==> src/rtl/mcu_core_pkg.sv <==
// Shared definitions for the mcu_core command processor: opcodes, FSM state
// encodings and error-flag bit masks.
package mcu_core_pkg;

  typedef enum logic [3:0] {
    OP_ADD   = 4'd0,
    OP_SUB   = 4'd1,
    OP_MUL   = 4'd2,
    OP_DIV   = 4'd3,
    OP_AND   = 4'd4,
    OP_OR    = 4'd5,
    OP_XOR   = 4'd6,
    OP_READ  = 4'd7,
    OP_LOADI = 4'd8,
    OP_MOD   = 4'd9
  } opcode_e;

  // FSM state encodings
  typedef logic [1:0] state_t;
  localparam state_t ST_IDLE = 2'd0;
  localparam state_t ST_EXEC = 2'd1;
  localparam state_t ST_DIV  = 2'd2;
  localparam state_t ST_DONE = 2'd3;

  // Error-flag masks for the per-result error register
  localparam logic [1:0] ERR_NONE    = 2'b00;
  localparam logic [1:0] ERR_ILLEGAL = 2'b01;
  localparam logic [1:0] ERR_DIV0    = 2'b10;

endpackage

==> src/rtl/mcu_core_div.sv <==
// Unsigned restoring divider, one quotient bit per cycle, DATA_W cycles.
// done is high during the last iteration cycle; quotient/remainder then show
// the final values so the caller can capture them on that same edge.
module mcu_core_div #(
  parameter int DATA_W = 32
) (
  input  logic              clk,
  input  logic              reset,
  input  logic              start,
  input  logic [DATA_W-1:0] dividend,
  input  logic [DATA_W-1:0] divisor,
  output logic              busy,
  output logic              done,
  output logic [DATA_W-1:0] quotient,
  output logic [DATA_W-1:0] remainder
);
  localparam int CW = $clog2(DATA_W + 1);

  logic [CW-1:0]     cnt;
  logic [DATA_W-1:0] rem_q, quo_q, dvs_q;
  logic [DATA_W:0]   shifted, diff;
  logic              ge;

  // One restoring step: shift next dividend bit into the partial remainder, try subtract
  always_comb begin
    shifted   = {rem_q, quo_q[DATA_W-1]};
    diff      = shifted - {1'b0, dvs_q};
    ge        = ~diff[DATA_W];
    remainder = ge ? diff[DATA_W-1:0] : shifted[DATA_W-1:0];
    quotient  = {quo_q[DATA_W-2:0], ge};
  end

  assign done = busy && (cnt == CW'(1));

  // Iteration state; reset aborts any division in flight
  always_ff @(posedge clk) begin
    if (!reset) begin
      busy  <= 1'b0;
      cnt   <= '0;
      rem_q <= '0;
      quo_q <= '0;
      dvs_q <= '0;
    end else if (start) begin
      busy  <= 1'b1;
      cnt   <= CW'(DATA_W);
      rem_q <= '0;
      quo_q <= dividend;
      dvs_q <= divisor;
    end else if (busy) begin
      rem_q <= remainder;
      quo_q <= quotient;
      cnt   <= cnt - CW'(1);
      if (cnt == CW'(1)) busy <= 1'b0;
    end
  end

endmodule

==> src/rtl/mcu_core.sv <==
// Single-issue command processor over a 2**ADDR_W x DATA_W register file.
// FSM: IDLE -> EXEC -> (DIV) -> DONE -> IDLE. Define MCU_CORE_MUL_EN to build
// the multiplier for op 2; without it op 2 is reported as illegal.
module mcu_core
  import mcu_core_pkg::*;
#(
  parameter int DATA_W = 32,
  parameter int ADDR_W = 4
) (
  input  logic              clk,
  input  logic              reset,
  input  logic              in_valid,
  output logic              in_ready,
  input  logic [3:0]        op,
  input  logic [ADDR_W-1:0] src_a,
  input  logic [ADDR_W-1:0] src_b,
  input  logic [ADDR_W-1:0] dst,
  input  logic [DATA_W-1:0] imm,
  output logic              out_valid,
  input  logic              out_ready,
  output logic [DATA_W-1:0] out_data,
  output logic              err_illegal,
  output logic              err_div0
);
  localparam int DEPTH = 2**ADDR_W;

  state_t            state;
  logic [DATA_W-1:0] rf [DEPTH];
  logic [3:0]        op_q;
  logic [ADDR_W-1:0] sa_q, sb_q, dst_q;
  logic [DATA_W-1:0] imm_q, out_q;
  logic [1:0]        err_q;

  logic [DATA_W-1:0] opa, opb, alu_res, div_q, div_r, div_res;
  logic [1:0]        alu_err;
  logic              alu_wr, go_div, div_busy, div_done;

  // Operands are read from the file before any write of this command lands
  assign opa     = rf[sa_q];
  assign opb     = rf[sb_q];
  assign div_res = (op_q == OP_DIV) ? div_q : div_r;

  assign in_ready    = reset && (state == ST_IDLE);
  assign out_valid   = reset && (state == ST_DONE);
  assign out_data    = out_q;
  assign err_illegal = |(err_q & ERR_ILLEGAL);
  assign err_div0    = |(err_q & ERR_DIV0);

  // Single-cycle decode/execute; divide ops with a nonzero divisor hand off to the divider
  always_comb begin
    alu_res = '0;
    alu_err = ERR_NONE;
    alu_wr  = 1'b0;
    go_div  = 1'b0;
    case (op_q)
      OP_ADD:   begin alu_res = opa + opb; alu_wr = 1'b1; end
      OP_SUB:   begin alu_res = opa - opb; alu_wr = 1'b1; end
`ifdef MCU_CORE_MUL_EN
      OP_MUL:   begin alu_res = opa * opb; alu_wr = 1'b1; end
`endif
      OP_AND:   begin alu_res = opa & opb; alu_wr = 1'b1; end
      OP_OR:    begin alu_res = opa | opb; alu_wr = 1'b1; end
      OP_XOR:   begin alu_res = opa ^ opb; alu_wr = 1'b1; end
      OP_READ:  alu_res = opa;
      OP_LOADI: begin alu_res = imm_q; alu_wr = 1'b1; end
      OP_DIV, OP_MOD: begin
        if (opb == '0) begin
          alu_res = (op_q == OP_DIV) ? '1 : opa;
          alu_err = ERR_DIV0;
        end else begin
          go_div = 1'b1;
        end
      end
      default:  alu_err = ERR_ILLEGAL;
    endcase
  end

  mcu_core_div #(.DATA_W(DATA_W)) u_div (
    .clk       (clk),
    .reset     (reset),
    .start     ((state == ST_EXEC) && go_div),
    .dividend  (opa),
    .divisor   (opb),
    .busy      (div_busy),
    .done      (div_done),
    .quotient  (div_q),
    .remainder (div_r)
  );

  // Command FSM, result registers and register-file writes
  always_ff @(posedge clk) begin
    if (!reset) begin
      state <= ST_IDLE;
      op_q  <= '0;
      sa_q  <= '0;
      sb_q  <= '0;
      dst_q <= '0;
      imm_q <= '0;
      out_q <= '0;
      err_q <= ERR_NONE;
      for (int i = 0; i < DEPTH; i++) rf[i] <= '0;
    end else begin
      case (state)
        ST_IDLE: if (in_valid) begin
          op_q  <= op;
          sa_q  <= src_a;
          sb_q  <= src_b;
          dst_q <= dst;
          imm_q <= imm;
          state <= ST_EXEC;
        end
        ST_EXEC: begin
          if (go_div) begin
            state <= ST_DIV;
          end else begin
            out_q <= alu_res;
            err_q <= alu_err;
            if (alu_wr) rf[dst_q] <= alu_res;
            state <= ST_DONE;
          end
        end
        ST_DIV: begin
          if (div_done) begin
            out_q       <= div_res;
            err_q       <= ERR_NONE;
            rf[dst_q]   <= div_res;
            state       <= ST_DONE;
          end else if (!div_busy) begin
            // divider idle without finishing: drop the command rather than hang
            state <= ST_IDLE;
          end
        end
        ST_DONE: if (out_ready) state <= ST_IDLE;
        default: state <= ST_IDLE;
      endcase
    end
  end

endmodule

==> config.mk <==
export PLATFORM = sky130hd
export DESIGN_NAME = mcu_core
export DESIGN_NICKNAME = d
export VERILOG_FILES = /design/src/rtl/mcu_core_pkg.sv /design/src/rtl/mcu_core_div.sv /design/src/rtl/mcu_core.sv
export SDC_FILE = /design/constraint.sdc
export NUM_CORES = 2
export LEC_CHECK = 0
export CAP_MARGIN = 20
export CORE_UTILIZATION = 65
export CTS_BUF_LIST = sky130_fd_sc_hd__clkbuf_4 sky130_fd_sc_hd__clkbuf_8 sky130_fd_sc_hd__clkbuf_16
export DETAILED_ROUTE_END_ITERATION = 10
export PLACE_DENSITY = 0.86
export SYNTH_ARGS = -nofsm -noshare
export SYNTH_HDL_FRONTEND = slang
export SYNTH_SLANG_ARGS = --single-unit
==> constraint.sdc <==
create_clock -name clk -period 18.35 [get_ports clk]
set_input_delay 3.67 -clock clk [delete_from_list [all_inputs] [get_ports clk]]
set_output_delay 3.67 -clock clk [all_outputs]
set_load 0.01 [all_outputs]
==> impl_metrics.json <==
{
  "status": "complete, no violations",
  "clock_skew_ns": 0.02897,
  "path_clk_slew_ns": 0.06,
  "setup_violations": 0,
  "grt_util_all_layers_pct": 43.88,
  "synth_top_flop_cell": "edfxtp_1",
  "netlist_instances": 3625,
  "syn_area_mm2": 0.04105,
  "start_util_pct": 66.15,
  "clockBufferDepth": 3,
  "wl_met2_um": 61050,
  "synth_area_per_cell_um2": 11.32,
  "worstHoldStart": "sa_q[0]",
  "grt_start_max_net_pins": 94,
  "firstDrtPassIters": 9,
  "rsz0062_at_grt": "false",
  "detail_route.wl_per_cell_um": 31.42,
  "critPathKind": "input pin to output port",
  "dp.final_hpwl_um": 82390,
  "ys_ff_latch": 707,
  "ir_drop_mv": 0.07857,
  "max_stage_delay_ns": 0.59,
  "cts_sinks": 707,
  "rrSetupSlack_ns": 9.93,
  "fillers": 3878,
  "power_density_mw_per_mm2": 107.6,
  "hold_buffers": 0,
  "synth-async-reset-ratio_pct": 0,
  "ioPinCount": 88,
  "core-area_mm2": 0.06205,
  "fin_crit_sh_pct": 50.38,
  "worst_pin_slew_ns": 1.207,
  "wirelength_um": 140700,
  "cts_made_buffers": 73,
  "vias_per_cell": 7.520,
  "hold_viol": 0,
  "cts_tree": "built",
  "htree_levels": 3,
  "clock_tree.root_cell": "clkbuf_16",
  "end_kind": "output port",
  "met1_length_um": 43640,
  "rr_endpoint": "rf[4][25]",
  "min_path_type": "flip-flop to flip-flop",
  "grt.overflow.total": 0,
  "drc": 0,
  "synth-edff-count": 512,
  "yosys_warnings": 0,
  "gp_congestion": 0.9448,
  "hold_slack_ns": 0.4495,
  "critical_path_arrival_ns": 5.58,
  "grt_pass1_vias": 32484,
  "path_cells": "buf_2, buf_4, inv_4, nor3_1, clkdlybuf4s50_1",
  "top_layer": "met5",
  "antenna_found_initial": 2,
  "period_needed_ns": 9.246,
  "synth_nets": 3809,
  "post_cts_buffers": 0,
  "ctsResizeCount": 0,
  "slowest_stage": "clkdlybuf4s50_1",
  "leakagePower_nw": 16.20,
  "yosysSeqAreaShare_pct": 46.97,
  "core.rowCount": 91,
  "maxSlewViolCount": 0,
  "maxSlewHeadroom_pct": 19.45,
  "synth_cell_types": 91,
  "port_buffers": 87,
  "drtIter0Drc": 6366,
  "drive_gt1_share_pct": 19.55,
  "r2r_cells": 20,
  "setup_tns_ns": 0,
  "final_common_cell": "nor2_1",
  "cp_max_fo": 57,
  "hold_depth": 2,
  "synthToLayoutAreaGrowth_pct": 9.550,
  "dieArea_mm2": 0.06416,
  "nNetsFinal": 3772,
  "drtAntennaViolNets": 0,
  "met3_length_um": 23920,
  "num_vias": 33680,
  "antenna_cells": 0,
  "cp.required_ns": 14.68,
  "clkLatencyLatePin_ns": 0.65,
  "chipWidth_um": 253.3,
  "max_freq_ghz": 0.1082,
  "startpoint_type": "input pin",
  "die_h_um": 253.3,
  "grt_pass1_wl_um": 204100,
  "cap_violations": 0,
  "final_cell_mix": "560 x nor2_1, 512 x edfxtp_1, 310 x nand2_1"
}
==> worst max path at each step <==
stage / endpoint / start / slack, ns
detailed placement: in_ready / reset / 9.22
finish: in_ready / reset / 9.10
floorplan: in_ready / reset / 9.99
global route: in_ready / reset / 9.10
CTS: in_ready / reset / 9.21
global placement: in_ready / reset / 9.23
==> cells in the mapped netlist, drive strengths merged, types with 8 or more instances <==
cell type / number / area (um2)
a21oi: 163 / 842.1
nand3: 34 / 170.2
or3: 9 / 56.30
o31ai: 15 / 117.6
xor2: 22 / 192.7
buf: 105 / 650.6
nor3: 58 / 290.3
and3: 13 / 81.33
a22oi: 51 / 387.9
mux4: 275 / 6193
nor2b: 25 / 156.4
inv: 114 / 427.9
o21bai: 11 / 82.58
mux2: 26 / 337.8
a21o: 43 / 322.8
dfxtp: 195 / 3904
nor4: 8 / 71.32
mux2i: 91 / 925.9
clkbuf: 180 / 678.2
a221o: 30 / 300.3
edfxtp: 512 / 15370
nand2b: 17 / 106.4
a211oi: 81 / 608.1
a2111oi: 10 / 93.84
ha: 130 / 1627
nand2: 340 / 1284
o22ai: 18 / 112.6
o211ai: 28 / 210.2
o21a: 11 / 82.58
xnor2: 62 / 543.0
a31oi: 25 / 156.4
a211o: 16 / 140.1
and2: 17 / 106.4
a221oi: 23 / 251.5
o21ai: 88 / 440.4
nor2: 671 / 2794
nand4: 14 / 100.1
==> layout make-up <==
type / instances / area [um2] / area share, %
clock buffers: 95 / 2141 / 4.761
clock inverters: 34 / 325.3 / 0.7234
inverters: 115 / 434.2 / 0.9655
multi-input cells: 2518 / 20140 / 44.78
flip-flops and latches: 707 / 19300 / 42.93
well taps: 837 / 1047 / 2.329
repair buffers: 173 / 1578 / 3.509
==> power by group <==
part           internal [mW]  leakage, nW  switching (mW)
clock                  0.906         1.24           0.646
sequential              1.78         6.89          0.0683
combinational          0.482         8.07           0.957
==> stage by stage <==
stage | utilization (%) | instances | setup WS (ns) | instance area [um2] | power [mW]
3_3_place_gp | 68.25 | 4336 | 9.231 | 42350 | 3.172
4_1_cts | 72.26 | 4466 | 9.210 | 44840 | 4.735
2_1_floorplan | - | 3625 | 9.986 | 41050 | 2.826
5_1_grt | 72.47 | 4479 | 9.100 | 44970 | 4.936
3_5_place_dp | 68.29 | 4337 | 9.219 | 42370 | 3.204
6_report | 72.47 | 4479 | 9.104 | 44970 | 4.838
==> flip-flops by register name, indices dropped and copies added (netlist names), 6 cells and up, named ones only <==
register / count
u_div.rem_q: 32
imm_q: 32
u_div.dvs_q: 32
out_data: 32
u_div.cnt: 6
rf: 512
u_div.quo_q: 32
==> layer usage <==
layer | global-route usage (%) | vias up
li1 | - | 13420
met2 | 65.19 | 3488
met3 | 16.69 | 921
met1 | 52.63 | 15843
met4 | 31.05 | 8
met5 | 0.6178 | -
==> critical path: cells and delay by family <==
family / cells / cell delay [ns]
AND/OR/NAND/NOR: 1 / 0.30
buffers and inverters: 4 / 1.57
==> cells by family after synthesis <==
logic type,Yosys count,synth area share [%]
mux,392,18.17
xor+xnor,84,1.792
compound gates,673,11.43
buf+inv,400,4.289
simple gates,1237,13.29
fa+ha+maj,132,4.060
flops,707,46.97
Power figures use the tool's default switching activity.
